`src/rtl/axilite_ctrl_master_if.sv`:
```
// Bundle of the command/response interface and the AXI4-Lite master bus
// used by axilite_ctrl_master. The master modport is the controller side,
// the slave modport is the side that issues commands and models the
// register slave.
//
// Handshake rule for every valid/ready pair below (cmd, rsp, aw, w, b, ar, r):
// a transfer happens on a rising clk edge where valid && ready are both 1;
// once valid is raised it stays high with a stable payload until that
// transfer, and ready may change freely without depending on valid.
interface axilite_ctrl_master_if #(
  parameter int ADDR_WIDTH = 32,
  parameter int DATA_WIDTH = 32
);
  // Command / response side
  logic                      i_cmd_valid;
  logic                      o_cmd_ready;
  logic                      i_cmd_write;
  logic [ADDR_WIDTH-1:0]     i_cmd_addr;
  logic [DATA_WIDTH-1:0]     i_cmd_wdata;
  logic [DATA_WIDTH/8-1:0]   i_cmd_wstrb;
  logic                      o_rsp_valid;
  logic                      i_rsp_ready;
  logic                      o_rsp_write;
  logic [DATA_WIDTH-1:0]     o_rsp_rdata;
  logic [1:0]                o_rsp_resp;
  logic                      o_rsp_timeout;

  // AXI4-Lite master side
  logic [ADDR_WIDTH-1:0]     m_axi_awaddr;
  logic [2:0]                m_axi_awprot;
  logic                      m_axi_awvalid;
  logic                      m_axi_awready;
  logic [DATA_WIDTH-1:0]     m_axi_wdata;
  logic [DATA_WIDTH/8-1:0]   m_axi_wstrb;
  logic                      m_axi_wvalid;
  logic                      m_axi_wready;
  logic [1:0]                m_axi_bresp;
  logic                      m_axi_bvalid;
  logic                      m_axi_bready;
  logic [ADDR_WIDTH-1:0]     m_axi_araddr;
  logic [2:0]                m_axi_arprot;
  logic                      m_axi_arvalid;
  logic                      m_axi_arready;
  logic [DATA_WIDTH-1:0]     m_axi_rdata;
  logic [1:0]                m_axi_rresp;
  logic                      m_axi_rvalid;
  logic                      m_axi_rready;

  modport master (
    input  i_cmd_valid, i_cmd_write, i_cmd_addr, i_cmd_wdata, i_cmd_wstrb, i_rsp_ready,
    output o_cmd_ready, o_rsp_valid, o_rsp_write, o_rsp_rdata, o_rsp_resp, o_rsp_timeout,
    output m_axi_awaddr, m_axi_awprot, m_axi_awvalid,
    input  m_axi_awready,
    output m_axi_wdata, m_axi_wstrb, m_axi_wvalid,
    input  m_axi_wready,
    input  m_axi_bresp, m_axi_bvalid,
    output m_axi_bready,
    output m_axi_araddr, m_axi_arprot, m_axi_arvalid,
    input  m_axi_arready,
    input  m_axi_rdata, m_axi_rresp, m_axi_rvalid,
    output m_axi_rready
  );

  modport slave (
    output i_cmd_valid, i_cmd_write, i_cmd_addr, i_cmd_wdata, i_cmd_wstrb, i_rsp_ready,
    input  o_cmd_ready, o_rsp_valid, o_rsp_write, o_rsp_rdata, o_rsp_resp, o_rsp_timeout,
    input  m_axi_awaddr, m_axi_awprot, m_axi_awvalid,
    output m_axi_awready,
    input  m_axi_wdata, m_axi_wstrb, m_axi_wvalid,
    output m_axi_wready,
    output m_axi_bresp, m_axi_bvalid,
    input  m_axi_bready,
    input  m_axi_araddr, m_axi_arprot, m_axi_arvalid,
    output m_axi_arready,
    output m_axi_rdata, m_axi_rresp, m_axi_rvalid,
    input  m_axi_rready
  );
endinterface

```
`src/rtl/axilite_ctrl_master.sv`:
```
// AXI4-Lite master for control-register access. Takes one command at a time,
// runs the AW/W/B or AR/R exchange, and returns a single response. A per-
// transaction timeout produces a SLVERR response; the late B/R of a timed-out
// transaction is then drained and discarded before a new command is taken.
// DATA_WIDTH is expected to be 32 or 64.
module axilite_ctrl_master #(
  parameter int ADDR_WIDTH     = 32,
  parameter int DATA_WIDTH     = 32,
  parameter int TIMEOUT_CYCLES = 1024
) (
  input  logic                  clk,
  input  logic                  reset,
  axilite_ctrl_master_if.master bus,
  output logic [2:0]            o_dbg_state
);

  localparam int              STRB_W    = DATA_WIDTH / 8;
  localparam logic [15:0]     TMO_LIMIT = 16'(TIMEOUT_CYCLES);
  localparam logic [1:0]      RESP_SLVERR = 2'b10;

  typedef enum logic [2:0] {
    S_IDLE    = 3'd0,
    S_WR_REQ  = 3'd1,
    S_WR_RESP = 3'd2,
    S_RD_REQ  = 3'd3,
    S_RD_RESP = 3'd4,
    S_RSP     = 3'd5,
    S_DRAIN   = 3'd6
  } state_t;

  state_t                  state_q, state_d;
  logic [ADDR_WIDTH-1:0]   addr_q;
  logic [DATA_WIDTH-1:0]   wdata_q;
  logic [STRB_W-1:0]       wstrb_q;
  logic                    write_q;
  // Pending flags: the channel valid is exactly the pending flag, so a valid
  // can only fall through its own handshake, whatever the FSM does.
  logic                    aw_pend_q, w_pend_q, ar_pend_q;
  logic [15:0]             tmo_cnt_q;
  logic [DATA_WIDTH-1:0]   rsp_rdata_q;
  logic [1:0]              rsp_resp_q;
  logic                    rsp_to_q;

  logic cmd_fire, aw_fire, w_fire, ar_fire, b_fire, r_fire;
  logic busy, expire;
  logic ld_b, ld_r, ld_to;

  // Bus-facing outputs derived from registered state only
  always_comb begin
    bus.o_cmd_ready   = (state_q == S_IDLE) && !reset;
    bus.o_rsp_valid   = (state_q == S_RSP);
    bus.o_rsp_write   = write_q;
    bus.o_rsp_rdata   = rsp_rdata_q;
    bus.o_rsp_resp    = rsp_resp_q;
    bus.o_rsp_timeout = rsp_to_q;
    bus.m_axi_awaddr  = addr_q;
    bus.m_axi_awprot  = 3'b000;
    bus.m_axi_awvalid = aw_pend_q;
    bus.m_axi_wdata   = wdata_q;
    bus.m_axi_wstrb   = wstrb_q;
    bus.m_axi_wvalid  = w_pend_q;
    bus.m_axi_bready  = (state_q == S_WR_RESP) || ((state_q == S_DRAIN) && write_q);
    bus.m_axi_araddr  = addr_q;
    bus.m_axi_arprot  = 3'b000;
    bus.m_axi_arvalid = ar_pend_q;
    bus.m_axi_rready  = (state_q == S_RD_RESP) || ((state_q == S_DRAIN) && !write_q);
    o_dbg_state       = state_q;
  end

  // Handshake strobes and timeout expiry
  always_comb begin
    cmd_fire = bus.i_cmd_valid && bus.o_cmd_ready;
    aw_fire  = aw_pend_q && bus.m_axi_awready;
    w_fire   = w_pend_q && bus.m_axi_wready;
    ar_fire  = ar_pend_q && bus.m_axi_arready;
    b_fire   = bus.m_axi_bvalid && bus.m_axi_bready;
    r_fire   = bus.m_axi_rvalid && bus.m_axi_rready;
    busy     = (state_q == S_WR_REQ) || (state_q == S_WR_RESP) ||
               (state_q == S_RD_REQ) || (state_q == S_RD_RESP);
    expire   = (TIMEOUT_CYCLES != 0) && busy && (tmo_cnt_q == TMO_LIMIT);
  end

  // Next-state logic and response-load selects; a B/R handshake beats expiry
  always_comb begin
    state_d = state_q;
    ld_b    = 1'b0;
    ld_r    = 1'b0;
    ld_to   = 1'b0;
    case (state_q)
      S_IDLE: begin
        if (cmd_fire) state_d = bus.i_cmd_write ? S_WR_REQ : S_RD_REQ;
      end
      S_WR_REQ: begin
        if (expire) begin
          ld_to   = 1'b1;
          state_d = S_RSP;
        end else if ((!aw_pend_q || aw_fire) && (!w_pend_q || w_fire)) begin
          state_d = S_WR_RESP;
        end
      end
      S_WR_RESP: begin
        if (b_fire) begin
          ld_b    = 1'b1;
          state_d = S_RSP;
        end else if (expire) begin
          ld_to   = 1'b1;
          state_d = S_RSP;
        end
      end
      S_RD_REQ: begin
        if (expire) begin
          ld_to   = 1'b1;
          state_d = S_RSP;
        end else if (ar_fire) begin
          state_d = S_RD_RESP;
        end
      end
      S_RD_RESP: begin
        if (r_fire) begin
          ld_r    = 1'b1;
          state_d = S_RSP;
        end else if (expire) begin
          ld_to   = 1'b1;
          state_d = S_RSP;
        end
      end
      S_RSP: begin
        if (bus.i_rsp_ready) state_d = rsp_to_q ? S_DRAIN : S_IDLE;
      end
      S_DRAIN: begin
        if (write_q ? b_fire : r_fire) state_d = S_IDLE;
      end
      default: state_d = S_IDLE;
    endcase
  end

  // FSM state register
  always_ff @(posedge clk or posedge reset) begin
    if (reset) state_q <= S_IDLE;
    else       state_q <= state_d;
  end

  // Command payload capture on acceptance
  always_ff @(posedge clk or posedge reset) begin
    if (reset) begin
      addr_q  <= '0;
      wdata_q <= '0;
      wstrb_q <= '0;
      write_q <= 1'b0;
    end else if (cmd_fire) begin
      addr_q  <= bus.i_cmd_addr;
      wdata_q <= bus.i_cmd_wdata;
      wstrb_q <= bus.i_cmd_wstrb;
      write_q <= bus.i_cmd_write;
    end
  end

  // Per-channel pending flags: set on acceptance, cleared by own handshake
  always_ff @(posedge clk or posedge reset) begin
    if (reset) begin
      aw_pend_q <= 1'b0;
      w_pend_q  <= 1'b0;
      ar_pend_q <= 1'b0;
    end else if (cmd_fire) begin
      aw_pend_q <= bus.i_cmd_write;
      w_pend_q  <= bus.i_cmd_write;
      ar_pend_q <= !bus.i_cmd_write;
    end else begin
      if (aw_fire) aw_pend_q <= 1'b0;
      if (w_fire)  w_pend_q  <= 1'b0;
      if (ar_fire) ar_pend_q <= 1'b0;
    end
  end

  // Timeout counter: cleared on acceptance, counts while a transaction is live
  always_ff @(posedge clk or posedge reset) begin
    if (reset)         tmo_cnt_q <= '0;
    else if (cmd_fire) tmo_cnt_q <= '0;
    else if (busy)     tmo_cnt_q <= tmo_cnt_q + 16'd1;
  end

  // Response payload: B, R or synthesized timeout error
  always_ff @(posedge clk or posedge reset) begin
    if (reset) begin
      rsp_rdata_q <= '0;
      rsp_resp_q  <= 2'b00;
      rsp_to_q    <= 1'b0;
    end else if (ld_b) begin
      rsp_rdata_q <= '0;
      rsp_resp_q  <= bus.m_axi_bresp;
      rsp_to_q    <= 1'b0;
    end else if (ld_r) begin
      rsp_rdata_q <= bus.m_axi_rdata;
      rsp_resp_q  <= bus.m_axi_rresp;
      rsp_to_q    <= 1'b0;
    end else if (ld_to) begin
      rsp_rdata_q <= '0;
      rsp_resp_q  <= RESP_SLVERR;
      rsp_to_q    <= 1'b1;
    end
  end

endmodule

```
`src/flat_wrapper.sv`:
```
// flat-port wrapper written by rule: the top's interface ports become plain ports
module axilite_ctrl_master_flat 
#(
  parameter int ADDR_WIDTH     = 32,
  parameter int DATA_WIDTH     = 32,
  parameter int TIMEOUT_CYCLES = 1024
)
  (clk, reset, o_dbg_state, bus_i_cmd_valid, bus_i_cmd_write, bus_i_cmd_addr, bus_i_cmd_wdata, bus_i_cmd_wstrb, bus_i_rsp_ready, bus_o_cmd_ready, bus_o_rsp_valid, bus_o_rsp_write, bus_o_rsp_rdata, bus_o_rsp_resp, bus_o_rsp_timeout, bus_m_axi_awaddr, bus_m_axi_awprot, bus_m_axi_awvalid, bus_m_axi_awready, bus_m_axi_wdata, bus_m_axi_wstrb, bus_m_axi_wvalid, bus_m_axi_wready, bus_m_axi_bresp, bus_m_axi_bvalid, bus_m_axi_bready, bus_m_axi_araddr, bus_m_axi_arprot, bus_m_axi_arvalid, bus_m_axi_arready, bus_m_axi_rdata, bus_m_axi_rresp, bus_m_axi_rvalid, bus_m_axi_rready);
  axilite_ctrl_master_if #(.ADDR_WIDTH(ADDR_WIDTH), .DATA_WIDTH(DATA_WIDTH)) bus_i ();
  input  logic clk;
  input  logic reset;
  output logic [2:0] o_dbg_state;
  input wire logic [$bits(bus_i.i_cmd_valid)-1:0] bus_i_cmd_valid;
  input wire logic [$bits(bus_i.i_cmd_write)-1:0] bus_i_cmd_write;
  input wire logic [$bits(bus_i.i_cmd_addr)-1:0] bus_i_cmd_addr;
  input wire logic [$bits(bus_i.i_cmd_wdata)-1:0] bus_i_cmd_wdata;
  input wire logic [$bits(bus_i.i_cmd_wstrb)-1:0] bus_i_cmd_wstrb;
  input wire logic [$bits(bus_i.i_rsp_ready)-1:0] bus_i_rsp_ready;
  output wire logic [$bits(bus_i.o_cmd_ready)-1:0] bus_o_cmd_ready;
  output wire logic [$bits(bus_i.o_rsp_valid)-1:0] bus_o_rsp_valid;
  output wire logic [$bits(bus_i.o_rsp_write)-1:0] bus_o_rsp_write;
  output wire logic [$bits(bus_i.o_rsp_rdata)-1:0] bus_o_rsp_rdata;
  output wire logic [$bits(bus_i.o_rsp_resp)-1:0] bus_o_rsp_resp;
  output wire logic [$bits(bus_i.o_rsp_timeout)-1:0] bus_o_rsp_timeout;
  output wire logic [$bits(bus_i.m_axi_awaddr)-1:0] bus_m_axi_awaddr;
  output wire logic [$bits(bus_i.m_axi_awprot)-1:0] bus_m_axi_awprot;
  output wire logic [$bits(bus_i.m_axi_awvalid)-1:0] bus_m_axi_awvalid;
  input wire logic [$bits(bus_i.m_axi_awready)-1:0] bus_m_axi_awready;
  output wire logic [$bits(bus_i.m_axi_wdata)-1:0] bus_m_axi_wdata;
  output wire logic [$bits(bus_i.m_axi_wstrb)-1:0] bus_m_axi_wstrb;
  output wire logic [$bits(bus_i.m_axi_wvalid)-1:0] bus_m_axi_wvalid;
  input wire logic [$bits(bus_i.m_axi_wready)-1:0] bus_m_axi_wready;
  input wire logic [$bits(bus_i.m_axi_bresp)-1:0] bus_m_axi_bresp;
  input wire logic [$bits(bus_i.m_axi_bvalid)-1:0] bus_m_axi_bvalid;
  output wire logic [$bits(bus_i.m_axi_bready)-1:0] bus_m_axi_bready;
  output wire logic [$bits(bus_i.m_axi_araddr)-1:0] bus_m_axi_araddr;
  output wire logic [$bits(bus_i.m_axi_arprot)-1:0] bus_m_axi_arprot;
  output wire logic [$bits(bus_i.m_axi_arvalid)-1:0] bus_m_axi_arvalid;
  input wire logic [$bits(bus_i.m_axi_arready)-1:0] bus_m_axi_arready;
  input wire logic [$bits(bus_i.m_axi_rdata)-1:0] bus_m_axi_rdata;
  input wire logic [$bits(bus_i.m_axi_rresp)-1:0] bus_m_axi_rresp;
  input wire logic [$bits(bus_i.m_axi_rvalid)-1:0] bus_m_axi_rvalid;
  output wire logic [$bits(bus_i.m_axi_rready)-1:0] bus_m_axi_rready;
  assign bus_i.i_cmd_valid = bus_i_cmd_valid;
  assign bus_i.i_cmd_write = bus_i_cmd_write;
  assign bus_i.i_cmd_addr = bus_i_cmd_addr;
  assign bus_i.i_cmd_wdata = bus_i_cmd_wdata;
  assign bus_i.i_cmd_wstrb = bus_i_cmd_wstrb;
  assign bus_i.i_rsp_ready = bus_i_rsp_ready;
  assign bus_o_cmd_ready = bus_i.o_cmd_ready;
  assign bus_o_rsp_valid = bus_i.o_rsp_valid;
  assign bus_o_rsp_write = bus_i.o_rsp_write;
  assign bus_o_rsp_rdata = bus_i.o_rsp_rdata;
  assign bus_o_rsp_resp = bus_i.o_rsp_resp;
  assign bus_o_rsp_timeout = bus_i.o_rsp_timeout;
  assign bus_m_axi_awaddr = bus_i.m_axi_awaddr;
  assign bus_m_axi_awprot = bus_i.m_axi_awprot;
  assign bus_m_axi_awvalid = bus_i.m_axi_awvalid;
  assign bus_i.m_axi_awready = bus_m_axi_awready;
  assign bus_m_axi_wdata = bus_i.m_axi_wdata;
  assign bus_m_axi_wstrb = bus_i.m_axi_wstrb;
  assign bus_m_axi_wvalid = bus_i.m_axi_wvalid;
  assign bus_i.m_axi_wready = bus_m_axi_wready;
  assign bus_i.m_axi_bresp = bus_m_axi_bresp;
  assign bus_i.m_axi_bvalid = bus_m_axi_bvalid;
  assign bus_m_axi_bready = bus_i.m_axi_bready;
  assign bus_m_axi_araddr = bus_i.m_axi_araddr;
  assign bus_m_axi_arprot = bus_i.m_axi_arprot;
  assign bus_m_axi_arvalid = bus_i.m_axi_arvalid;
  assign bus_i.m_axi_arready = bus_m_axi_arready;
  assign bus_i.m_axi_rdata = bus_m_axi_rdata;
  assign bus_i.m_axi_rresp = bus_m_axi_rresp;
  assign bus_i.m_axi_rvalid = bus_m_axi_rvalid;
  assign bus_m_axi_rready = bus_i.m_axi_rready;
  axilite_ctrl_master #(.ADDR_WIDTH(ADDR_WIDTH), .DATA_WIDTH(DATA_WIDTH), .TIMEOUT_CYCLES(TIMEOUT_CYCLES)) u_core (.clk(clk), .reset(reset), .bus(bus_i), .o_dbg_state(o_dbg_state));
endmodule
```
`config.mk`:
```
export PLATFORM = sky130hd
export DESIGN_NAME = axilite_ctrl_master_flat
export DESIGN_NICKNAME = d
export VERILOG_FILES = /design/src/rtl/axilite_ctrl_master_if.sv /design/src/rtl/axilite_ctrl_master.sv /design/src/flat_wrapper.sv
export SDC_FILE = /design/constraint.sdc
export NUM_CORES = 1
export LEC_CHECK = 0
export ABC_AREA = 1
export CORE_MARGIN = 4
export CORE_UTILIZATION = 42
export CTS_CLUSTER_DIAMETER = 30
export DETAILED_ROUTE_END_ITERATION = 10
export GPL_TIMING_DRIVEN = 0
export HOLD_SLACK_MARGIN = 0.1
export PLACE_DENSITY = 0.84
export SLEW_MARGIN = 20
export SYNTH_ARGS = -nofsm -noshare
export SYNTH_HDL_FRONTEND = slang
export SYNTH_SLANG_ARGS = --single-unit
```
`constraint.sdc`:
```
create_clock -name clk -period 4.4 [get_ports clk]
set_input_delay 0.66 -clock clk [delete_from_list [all_inputs] [get_ports clk]]
set_output_delay 0.66 -clock clk [all_outputs]
set_load 0.02 [all_outputs]
```
==> summary.txt, run 1 <==
Outcome
  • Status: completed

STA
  • Fin. Hold Viols: 0
  • RSZ-0062 raised after global routing: false
  • Achievable Freq: 0.364 GHz
  • Headroom to the max-slew limit: 0.560
  • Max Slew Vio Count: 0
  • Final setup viols: 0
  • Final Critical Period: around 2.7 ns
  • Final Cycle Share: 0.625
  • Slew @ Worst Pin: 0.660 ns
  • Setup ws final: between 1.5 and 2 ns
  • Clock Skews: between 0.008 and 0.009 ns

Layout
  • Fillers: 1040
  • Ant diodes: 0
  • Layout cells sized above 1: 0.106
  • Post-Layout Cell Count: ~1200
  • Most frequent cells in the layout: 364 x nand2_1, 259 x clkdlybuf4s50_1, 126 x dfrtp_1
  • # nets final: 1133
  • Fin util: 0.695
  • Most common cell after layout, fill and taps aside: nand2_1
  • Area grow syn2layout: 59.6%

Critical path
  • Worst Setup End Kind: output pin
  • Maximum net fanout on the critical path: 8
  • CP cell instances: buf_4 -> inv_1 -> nand2_2 -> nor2_1 -> nand2_1 -> nand2_1 -> clkdlybuf4s50_1
  • Critical path arrival: about 2.1 ns
  • Critical Path Start Type: flop
  • Crit-path leading delay family: buffers and inverters
  • Most frequent cell on the critical path: nand2_1
  • Crit-path slowest cell: clkdlybuf4s50_1
  • WP data required: roughly 3.7 ns
  • WS Path Type: flop to output pin
  • Max stage delay on crit path: 0.60 ns
  • Crit path buf inv count: 3

Synth
  • Yosys reg bits: 126
  • Yosys cell types: 31
  • Seq/Total Area, Yosys: 0.539
  • Mapped Cells: 733
  • Mapped Area: approximately 5900 um2
  • Ys Warns: 0
  • Mapped Avg Cell Area: 7.99 um2

Detailed routing
  • Drt total wl: 19000 um
  • Drc violations: 0
  • Initial DRC count: 456
  • Vias per inst: 4.76
  • Via count: 5741
  • TritonRoute pass-1 iters: 6
  • Per-cell routed wire length: around 16 um
  • Final ANT Viol Nets: 0

Clock tree
  • TritonCTS clock tree: built
  • Cts hold-fix bufs: 0
  • CTS root buf: clkbuf_16
  • Clk sinks: 126
  • CTS clk-pin slew, worst paths: approximately 0.05 ns
  • Total CTS buffers: 17
  • Clock Tree Buf Depth: 2
  • Post-CTS setup buffers: 0
  • H-tree levels: 4
  • Post-CTS sizing: 0
  • Clk_lat worst skew: between 0.4 and 0.5 ns

Power and ir drop
  • Worst vdd ir: ~0.41 mV
  • Switching power total: roughly 0.0028 W
  • Leak pwr: ~4.6 nW
  • Clock power frac: 0.213
  • Part of the power in combinational logic: 0.496
  • Pwr per Cell Area: approximately 740 nW/um2
  • Internal power: about 0.0042 W
  • Sequential power share: 0.291
  • Sw frac: 0.399

Placement
  • Minimum setup slack after placement: ~1.7 ns
  • Routability congestion estimate from global placement: roughly 0.91
  • Number of buffers added on ports: approximately 260
  • Placed Cells: about 1200
  • Final HPWL DP: approximately 14000 um

Global routing
  • Vias in the first global route: just over 6000
  • GRT overflow: 0
  • Antenna violations before repair: 0
  • First-pass GRT wire length: 30500 um
  • Pin count of the biggest net entering global routing: 65
  • Gr usage total: 0.242

Die
  • Die area: approximately 16000 um2
  • # IOs: roughly 270
  • Die Wd: about 130 um
  • Initial core utilization: 0.435
  • Rows: 42
  • Die H: approximately 130 um
  • Core Box Area: ~13000 um2

Job
  • Maxcap violations: 0

Min path
  • Hold WC Path Type: flop to flop
-- synthesized netlist by cell type (all sizes together) --
cell,n,area [um2]
a22o,1,8.76
o22ai,2,12.5
dfrtp,126,3150
ha,2,25.0
o21bai,1,7.51
nor3,16,91.3
nand4,8,50.1
o211ai,1,7.51
o21ai,18,93.8
nor3b,1,7.51
nand3,20,100
and3,1,6.26
a21oi,14,81.3
nand2,379,1470
and2,1,6.26
buf,51,372
nor2,41,171
clkbuf,11,41.3
or2,1,6.26
inv,37,139
conb,1,3.75
-- metal layers --
layer	vias up	wire, um	track usage
met5	-	0	0
met4	0	659	0.100
met3	48	1480	0.0817
met2	244	9480	0.415
met1	2659	7410	0.276
li1	2790	-	-
-- through the flow --
stage	cell area (um2)	setup TNS, ns	hold slack, ns	power [W]
2_1_floorplan	5870	0	0.461	0.00379
3_3_place_gp	8690	-195.40	0.453	0.00537
4_1_cts	9350	0	0.471	0.00698
3_5_place_dp	8720	0	0.457	0.00544
6_report	9350	0	0.467	0.00693
5_1_grt	9350	0	0.492	0.00732
-- layout make-up --
type	count	area, um2	area share
Buffer	62	413	0.0442
Clock buffer	20	467	0.0499
Clock inverter	12	159	0.0170
Inverter	37	146	0.0157
Multi-Input combinational cell	513	2170	0.232
Sequential cell	126	3150	0.337
Tap cell	176	220	0.0236
Timing Repair Buffer	260	2620	0.280
-- power groups by stage --
stage,logic [W],registers [W],clock network (W)
2_1_floorplan,0.00129,0.00249,0
3_3_place_gp,0.00337,0.00200,0
3_5_place_dp,0.00343,0.00201,0
4_1_cts,0.00346,0.00202,0.00149
5_1_grt,0.00370,0.00208,0.00154
6_report,0.00343,0.00202,0.00147
-- flip-flops by register name, summed over array words and instances (netlist names) --
| register | flops |
|---|---|
| u_core.bus.m_axi_wvalid | 1 |
| u_core.tmo_cnt_q | 16 |
| u_core.bus.m_axi_wdata | 32 |
| u_core.bus.o_rsp_timeout | 1 |
| u_core.bus.m_axi_wstrb | 4 |
| u_core.bus.m_axi_awvalid | 1 |
| u_core.bus.m_axi_araddr | 32 |
| u_core.o_dbg_state | 3 |
| u_core.bus.o_rsp_write | 1 |
| u_core.bus.o_rsp_resp | 2 |
| u_core.bus.o_rsp_rdata | 32 |
| u_core.bus.m_axi_arvalid | 1 |
-- worst min-delay path: cells and delay by family (launching register included) --
family | cells | cell delay [ns]
simple gates | 2 | 0.10
flops | 1 | 0.34
-- worst paths after layout --
kind | startpoint | to | slack (ns) | cells past startpoint
setup reg to reg | u_core.o_dbg_state[0] | u_core.bus.m_axi_wdata[10] | 2.43 | 8
max in group asynchronous | reset | u_core.bus.m_axi_araddr[15] | 2.93 | 3
hold reg to reg | u_core.bus.o_rsp_rdata[11] | u_core.bus.o_rsp_rdata[11] | 0.47 | 2
setup / recovery | u_core.o_dbg_state[0] | bus_m_axi_rready | 1.65 | 7
min in group asynchronous | reset | u_core.tmo_cnt_q[3] | 0.79 | 2
hold / removal | u_core.bus.o_rsp_rdata[11] | u_core.bus.o_rsp_rdata[11] | 0.47 | 2
-- kinds of logic after synthesis --
group / share of synthesized area
compound gates: 0.0361
fa+ha+maj: 0.00427
buf+inv: 0.0943
flops: 0.539
other cells: 0.000641
simple gates: 0.326
No activity file was read; power rests on OpenSTA's default activity.
==> run 2, diff against run 1 <==
==> constraint.sdc (replaced) <==
create_clock -name clk -period 2.65 [get_ports clk]
set_input_delay 0.3975 -clock clk [delete_from_list [all_inputs] [get_ports clk]]
set_output_delay 0.3975 -clock clk [all_outputs]
set_load 0.02 [all_outputs]
==> summary.txt, run 2 (synthesis results as in run 1) <==
Power and ir drop
  • Clock power frac: 0.215 (+0.002)
  • Sequential power share: 0.291 (about the same)
  • Internal power: 0.00695 W (+67%)
  • Part of the power in combinational logic: 0.494 (-0.002)
  • Pwr per Cell Area: 1220 nW/um2 (+65%)
  • Leak pwr: 4.64 nW (+0.46%)
  • Switching power total: 0.00454 W (+64%)
  • Sw frac: 0.395 (-0.00467)
  • Worst vdd ir: 0.738 mV (+79%)

Critical path
  • Maximum net fanout on the critical path: 8 (unchanged)
  • Critical path arrival: 2.09 ns (about the same)
  • WS Path Type: flop to output pin
  • Worst Setup End Kind: output pin
  • Reg2reg setup slack: 0.73 ns (-1.70 ns)
  • Worst r2r dst: u_core.bus.m_axi_araddr[1]
  • Worst R2R Start: u_core.o_dbg_state[0]
  • Critical Path Start Type: flop
  • WP data required: 2.25 ns (-1.49 ns)
  • R2R cell count: 8 (unchanged)

Clock tree
  • Clock Tree Buf Depth: 2 (unchanged)
  • CTS clk-pin slew, worst paths: 0.06 ns (about the same)
  • Post-CTS sizing: 0 (unchanged)
  • CTS root buf: clkbuf_16
  • TritonCTS clock tree: built
  • Clk_lat worst skew: 0.42 ns (about the same)
  • H-tree levels: 4 (unchanged)
  • Post-CTS setup buffers: 0 (unchanged)
  • Total CTS buffers: 17 (unchanged)
  • Clk sinks: 126 (unchanged)
  • Cts hold-fix bufs: 0 (unchanged)

STA
  • Clock Skews: 0.00799 ns (-0.000996 ns)
  • Final Cycle Share: 0.938
  • Final Critical Period: around 2.5 ns
  • Headroom to the max-slew limit: 0.531 (-0.0294)
  • Achievable Freq: between 0.4 and 0.5 GHz
  • Final setup viols: 0 (unchanged)
  • Fin. Hold Viols: 0 (unchanged)
  • Hold Worst Slack: 0.469 ns (+0.00222 ns)
  • Slew @ Worst Pin: 0.704 ns (+0.0441 ns)
  • Max Slew Vio Count: 0 (unchanged)
  • RSZ-0062 raised after global routing: false

Detailed routing
  • Drt total wl: 18500 um (-2.6%)
  • Via count: 5750 (+0.16%)
  • Per-cell routed wire length: 15.3 um (-2.9%)
  • Vias per inst: 4.76 (about the same)
  • Final ANT Viol Nets: 0 (unchanged)
  • Initial DRC count: 414 (-9.2%)
  • TritonRoute pass-1 iters: 6 (unchanged)
  • Drc violations: 0 (unchanged)

Die
  • Rows: 42 (unchanged)
  • # IOs: 266 (unchanged)
  • Core Box Area: 13500 um2 (unchanged)
  • Die Wd: 126 um (unchanged)
  • Die area: 15900 um2 (unchanged)
  • Die H: 126 um (unchanged)
  • Initial core utilization: 0.435 (unchanged)

Min path
  • Hold Path Cell Cnt: 2 (unchanged)
  • WHS Endpoint: u_core.bus.m_axi_wdata[6]
  • Hold WC Path Type: flop to flop
  • Worst Min Path Start: u_core.bus.m_axi_wdata[6]

Layout
  • Area of the multi-input gates: 2170 um2 (unchanged)
  • Fin util: 0.699 (+0.00465)
  • Most frequent cells in the layout: 364 x nand2_1, 259 x clkdlybuf4s50_1, 126 x dfrtp_1
  • Fillers: 1056 (+1.5%)
  • Register area: 3150 um2 (unchanged)
  • Most common cell after layout, fill and taps aside: nand2_1
  • Area grow syn2layout: 60.7%
  • Ant diodes: 0 (unchanged)
  • # nets final: 1136 (+0.26%)
  • Layout cells sized above 1: 0.108 (+0.00260)

Placement
  • Number of buffers added on ports: 259 (unchanged)
  • Routability congestion estimate from global placement: 0.957 (+5.4%)
  • Final HPWL DP: 14200 um (+1.8%)

Global routing
  • GRT overflow: 0 (unchanged)
  • Gr usage total: 0.232 (-0.00919)
  • Pin count of the biggest net entering global routing: 32 (-51%)
  • Antenna violations before repair: 0 (unchanged)
  • Vias in the first global route: 5787 (-4.8%)
  • First-pass GRT wire length: 29500 um (-3.5%)

Outcome
  • Status: completed

Job
  • Maxcap violations: 0 (unchanged)
## run 2: cell count changes in the layout (fill, tap and decap cells not counted), sizes merged
cell      change
clkinv        +2
clkbuf        -2
buf           +3
clkinvlp      +2
bufinv        +1
inv           -3
## run 2: cell type report
| type | instances | area share |
|---|---|---|
| buffer | 62 | 0.0439 |
| multi-input combinational | 513 | 0.230 |
| sequential | 126 | 0.335 |
| clock inverter | 14 | 0.0205 |
| tap | 176 | 0.0234 |
| timing repair buffer | 263 | 0.285 |
| clock buffer | 18 | 0.0467 |
| inverter | 37 | 0.0152 |
## run 2: metal layers
metal | wire length (um) | GRT usage
met5 | 0 | 0
met3 | 1660 | 0.0758
met1 | 6930 | 0.273
met4 | 527 | 0.0852
met2 | 9410 | 0.398
## run 2: how the worst max path moves through the flow
stage	from	endpoint	slack [ns]
floorplan	reset	u_core.bus.m_axi_araddr[0]	0.70
finish	u_core.o_dbg_state[0]	bus_m_axi_rready	0.16
CTS	u_core.o_dbg_state[0]	bus_m_axi_rready	0.16
global route	u_core.o_dbg_state[0]	bus_m_axi_rready	0.11
global placement	reset	u_core.bus.m_axi_wdata[12]	-0.61
detailed placement	reset	u_core.bus.m_axi_araddr[15]	0.51
## run 2: stage by stage
step | cell area (um2) | setup slack, ns | instances | power [W] | setup TNS (ns)
2_1_floorplan | 5880 | 0.699 | 738 | 0.00629 | 0
3_3_place_gp | 8690 | -0.611 | 1173 | 0.00891 | -75.91
3_5_place_dp | 8780 | 0.508 | 1177 | 0.00905 | 0
4_1_cts | 9410 | 0.157 | 1209 | 0.0116 | 0
5_1_grt | 9410 | 0.106 | 1209 | 0.0121 | 0
6_report | 9410 | 0.164 | 1209 | 0.0115 | 0
## run 2: critical path, stage by stage, from the launching register on
cell and delay (ns):
dfrtp_1 0.38, buf_4 0.18, inv_1 0.09, nand2_2 0.08
nor2_1 0.18, nand2_1 0.09, nand2_1 0.08, clkdlybuf4s50_1 0.60
## run 2: power by group through the flow
stage | Clock, W | Combinational (W) | Sequential (W)
after global routing | 0.00258 | 0.00611 | 0.00345
final | 0.00247 | 0.00568 | 0.00334
after global placement | 0 | 0.00559 | 0.00332
after CTS | 0.00250 | 0.00573 | 0.00334
after floorplan | 0 | 0.00215 | 0.00414
after detailed placement | 0 | 0.00571 | 0.00334
==> run 3, diff against run 2 <==
==> constraint.sdc (replaced) <==
create_clock -name clk -period 2.3 [get_ports clk]
set_input_delay 0.345 -clock clk [delete_from_list [all_inputs] [get_ports clk]]
set_output_delay 0.345 -clock clk [all_outputs]
set_load 0.02 [all_outputs]
==> summary.txt, run 3 (synthesis results as in run 1) <==
Critical path
  • Reg2reg setup slack: 0.38 ns (-0.35 ns)
  • Worst Setup End Kind: output pin
  • Crit-path leading delay family: buffers and inverters
  • Critical Path Start Type: flop
  • Max stage delay on crit path: 0.63 ns (+0.03 ns)
  • Crit-path slowest cell: clkdlybuf4s50_1
  • WP data required: 1.96 ns (-0.29 ns)
  • Most frequent cell on the critical path: inv_1
  • Critical path arrival: 1.85 ns (-0.24 ns)
  • Maximum net fanout on the critical path: 8 (unchanged)
  • WS Path Type: flop to output pin
  • Crit path buf inv count: 3 (unchanged)
  • CP cell instances: inv_1 -> nand3_1 -> inv_1 -> clkdlybuf4s50_1

Layout
  • # nets final: 1136 (unchanged)
  • Area grow syn2layout: 60.7% (about the same)
  • Most common cell after layout, fill and taps aside: nand2_1
  • Fillers: 1057 (+0.095%)
  • Most frequent cells in the layout: 364 x nand2_1, 256 x clkdlybuf4s50_1, 125 x dfrtp_1
  • Ant diodes: 0 (unchanged)
  • Layout cells sized above 1: 0.109 (+0.000968)

STA
  • Headroom to the max-slew limit: 0.531 (unchanged)
  • Final setup viols: 0 (unchanged)
  • Slew @ Worst Pin: 0.704 ns (+0.00000101 ns)
  • Setup ws final: 0.105 ns (-0.0585 ns)
  • Total Neg Setup Slack: 0 ns (unchanged)
  • Final Critical Period: 2.19 ns
  • Final Cycle Share: 0.954
  • Max Slew Vio Count: 0 (unchanged)
  • Achievable Freq: between 0.4 and 0.5 GHz
  • Fin. Hold Viols: 0 (unchanged)
  • RSZ-0062 raised after global routing: false
  • Clock Skews: 0.00799 ns (+0.000000580 ns)
  • Hold Worst Slack: 0.445 ns (-0.0235 ns)

Detailed routing
  • Initial DRC count: 413 (-0.24%)
  • Drt total wl: 18500 um (-0.12%)
  • Vias per inst: 4.73 (-0.54%)
  • Per-cell routed wire length: 15.3 um (-0.12%)
  • Final ANT Viol Nets: 0 (unchanged)
  • Drc violations: 0 (unchanged)
  • Via count: 5719 (-0.54%)
  • TritonRoute pass-1 iters: 5 (-1)

Power and ir drop
  • Worst vdd ir: 0.851 mV (+15%)
  • Pwr per Cell Area: 1410 nW/um2 (+15%)
  • Leak pwr: 4.65 nW (+0.21%)

Die
  • Rows: 42 (unchanged)
  • Initial core utilization: 0.435 (unchanged)
  • Die area: 15900 um2 (unchanged)
  • # IOs: 266 (unchanged)
  • Core Box Area: 13500 um2 (unchanged)
  • Die H: 126 um (unchanged)
  • Die Wd: 126 um (unchanged)

Placement
  • Minimum setup slack after placement: 0.210 ns (-0.298 ns)
  • Number of buffers added on ports: 259 (unchanged)
  • Routability congestion estimate from global placement: 0.957 (unchanged)
  • Final HPWL DP: 14200 um (unchanged)

Global routing
  • Antenna violations before repair: 0 (unchanged)
  • Vias in the first global route: 5787 (unchanged)
  • Pin count of the biggest net entering global routing: 32 (unchanged)
  • Gr usage total: 0.232 (unchanged)
  • GRT overflow: 0 (unchanged)
  • First-pass GRT wire length: 29500 um (unchanged)

Clock tree
  • TritonCTS clock tree: built
  • Clock Tree Buf Depth: 2 (unchanged)
  • H-tree levels: 4 (unchanged)
  • CTS clk-pin slew, worst paths: 0.06 ns (about the same)
  • Clk sinks: 126 (unchanged)
  • Post-CTS setup buffers: 0 (unchanged)
  • Total CTS buffers: 17 (unchanged)
  • Cts hold-fix bufs: 0 (unchanged)
  • Clk_lat worst skew: 0.42 ns (about the same)
  • CTS root buf: clkbuf_16

Outcome
  • Status: completed

Min path
  • Hold WC Path Type: input pin to async pin

Job
  • Maxcap violations: 0 (unchanged)
==> run 3: cell types whose count changed in the layout (fill, tap and decap cells not counted), sizes merged <==
cell	before	now
dlygate4sd2	0	3
clkdlybuf4s50	259	256
==> run 3: per-stage QoR <==
| step | utilization | cell area (um2) | total power [W] | std cells |
|---|---|---|---|---|
| finish | 0.699 | 9410 | 0.0132 | 1209 |
| global route | 0.699 | 9410 | 0.0140 | 1209 |
| detailed placement | 0.652 | 8780 | 0.0104 | 1177 |
| floorplan | - | 5880 | 0.00725 | 738 |
| CTS | 0.699 | 9410 | 0.0133 | 1209 |
| global placement | 0.646 | 8690 | 0.0103 | 1173 |
==> run 3: worst paths after layout <==
kind,startpoint,to,cells past startpoint
min,reset,u_core.o_dbg_state[0],2
max in group asynchronous,reset,u_core.bus.m_axi_wdata[21],5
min reg2reg,u_core.bus.m_axi_wdata[6],u_core.bus.m_axi_wdata[6],2
min in group clk,bus_i_cmd_wdata[12],u_core.bus.m_axi_wdata[12],3
max,u_core.o_dbg_state[1],bus_o_rsp_valid,4
max reg2reg,u_core.o_dbg_state[0],u_core.bus.m_axi_araddr[1],8
==> run 3: metal layers <==
layer  up-vias  global-route usage  share of wire
met1      2654               0.273           0.38
met3        35              0.0758          0.088
met5         -                   0              0
met2       237               0.398           0.51
li1       2793                   -              -
met4         0              0.0852          0.028
==> run 3: area by class of cell <==
cell class,count,area (um2),area share
buffer,62,413,0.0439
timing repair buffer,263,2680,0.285
tap,176,220,0.0234
clock inverter,14,193,0.0205
sequential,126,3150,0.335
inverter,37,143,0.0152
clock buffer,18,439,0.0467
multi-input combinational,513,2170,0.231
==> run 3: where the power goes <==
group,switching (W),leakage [nW],total [W],internal [W]
clock,0.00101,0.302,0.00285,0.00184
combinational,0.00350,2.72,0.00652,0.00302
sequential,0.000715,1.62,0.00385,0.00313
==> run 3: repair_timing <==
action | CTS | global route
gates resized for setup | 3 | 1
gates cloned | 0 | 0
endpoints found under the setup margin | 3 | 1
pin swaps | 0 | 0
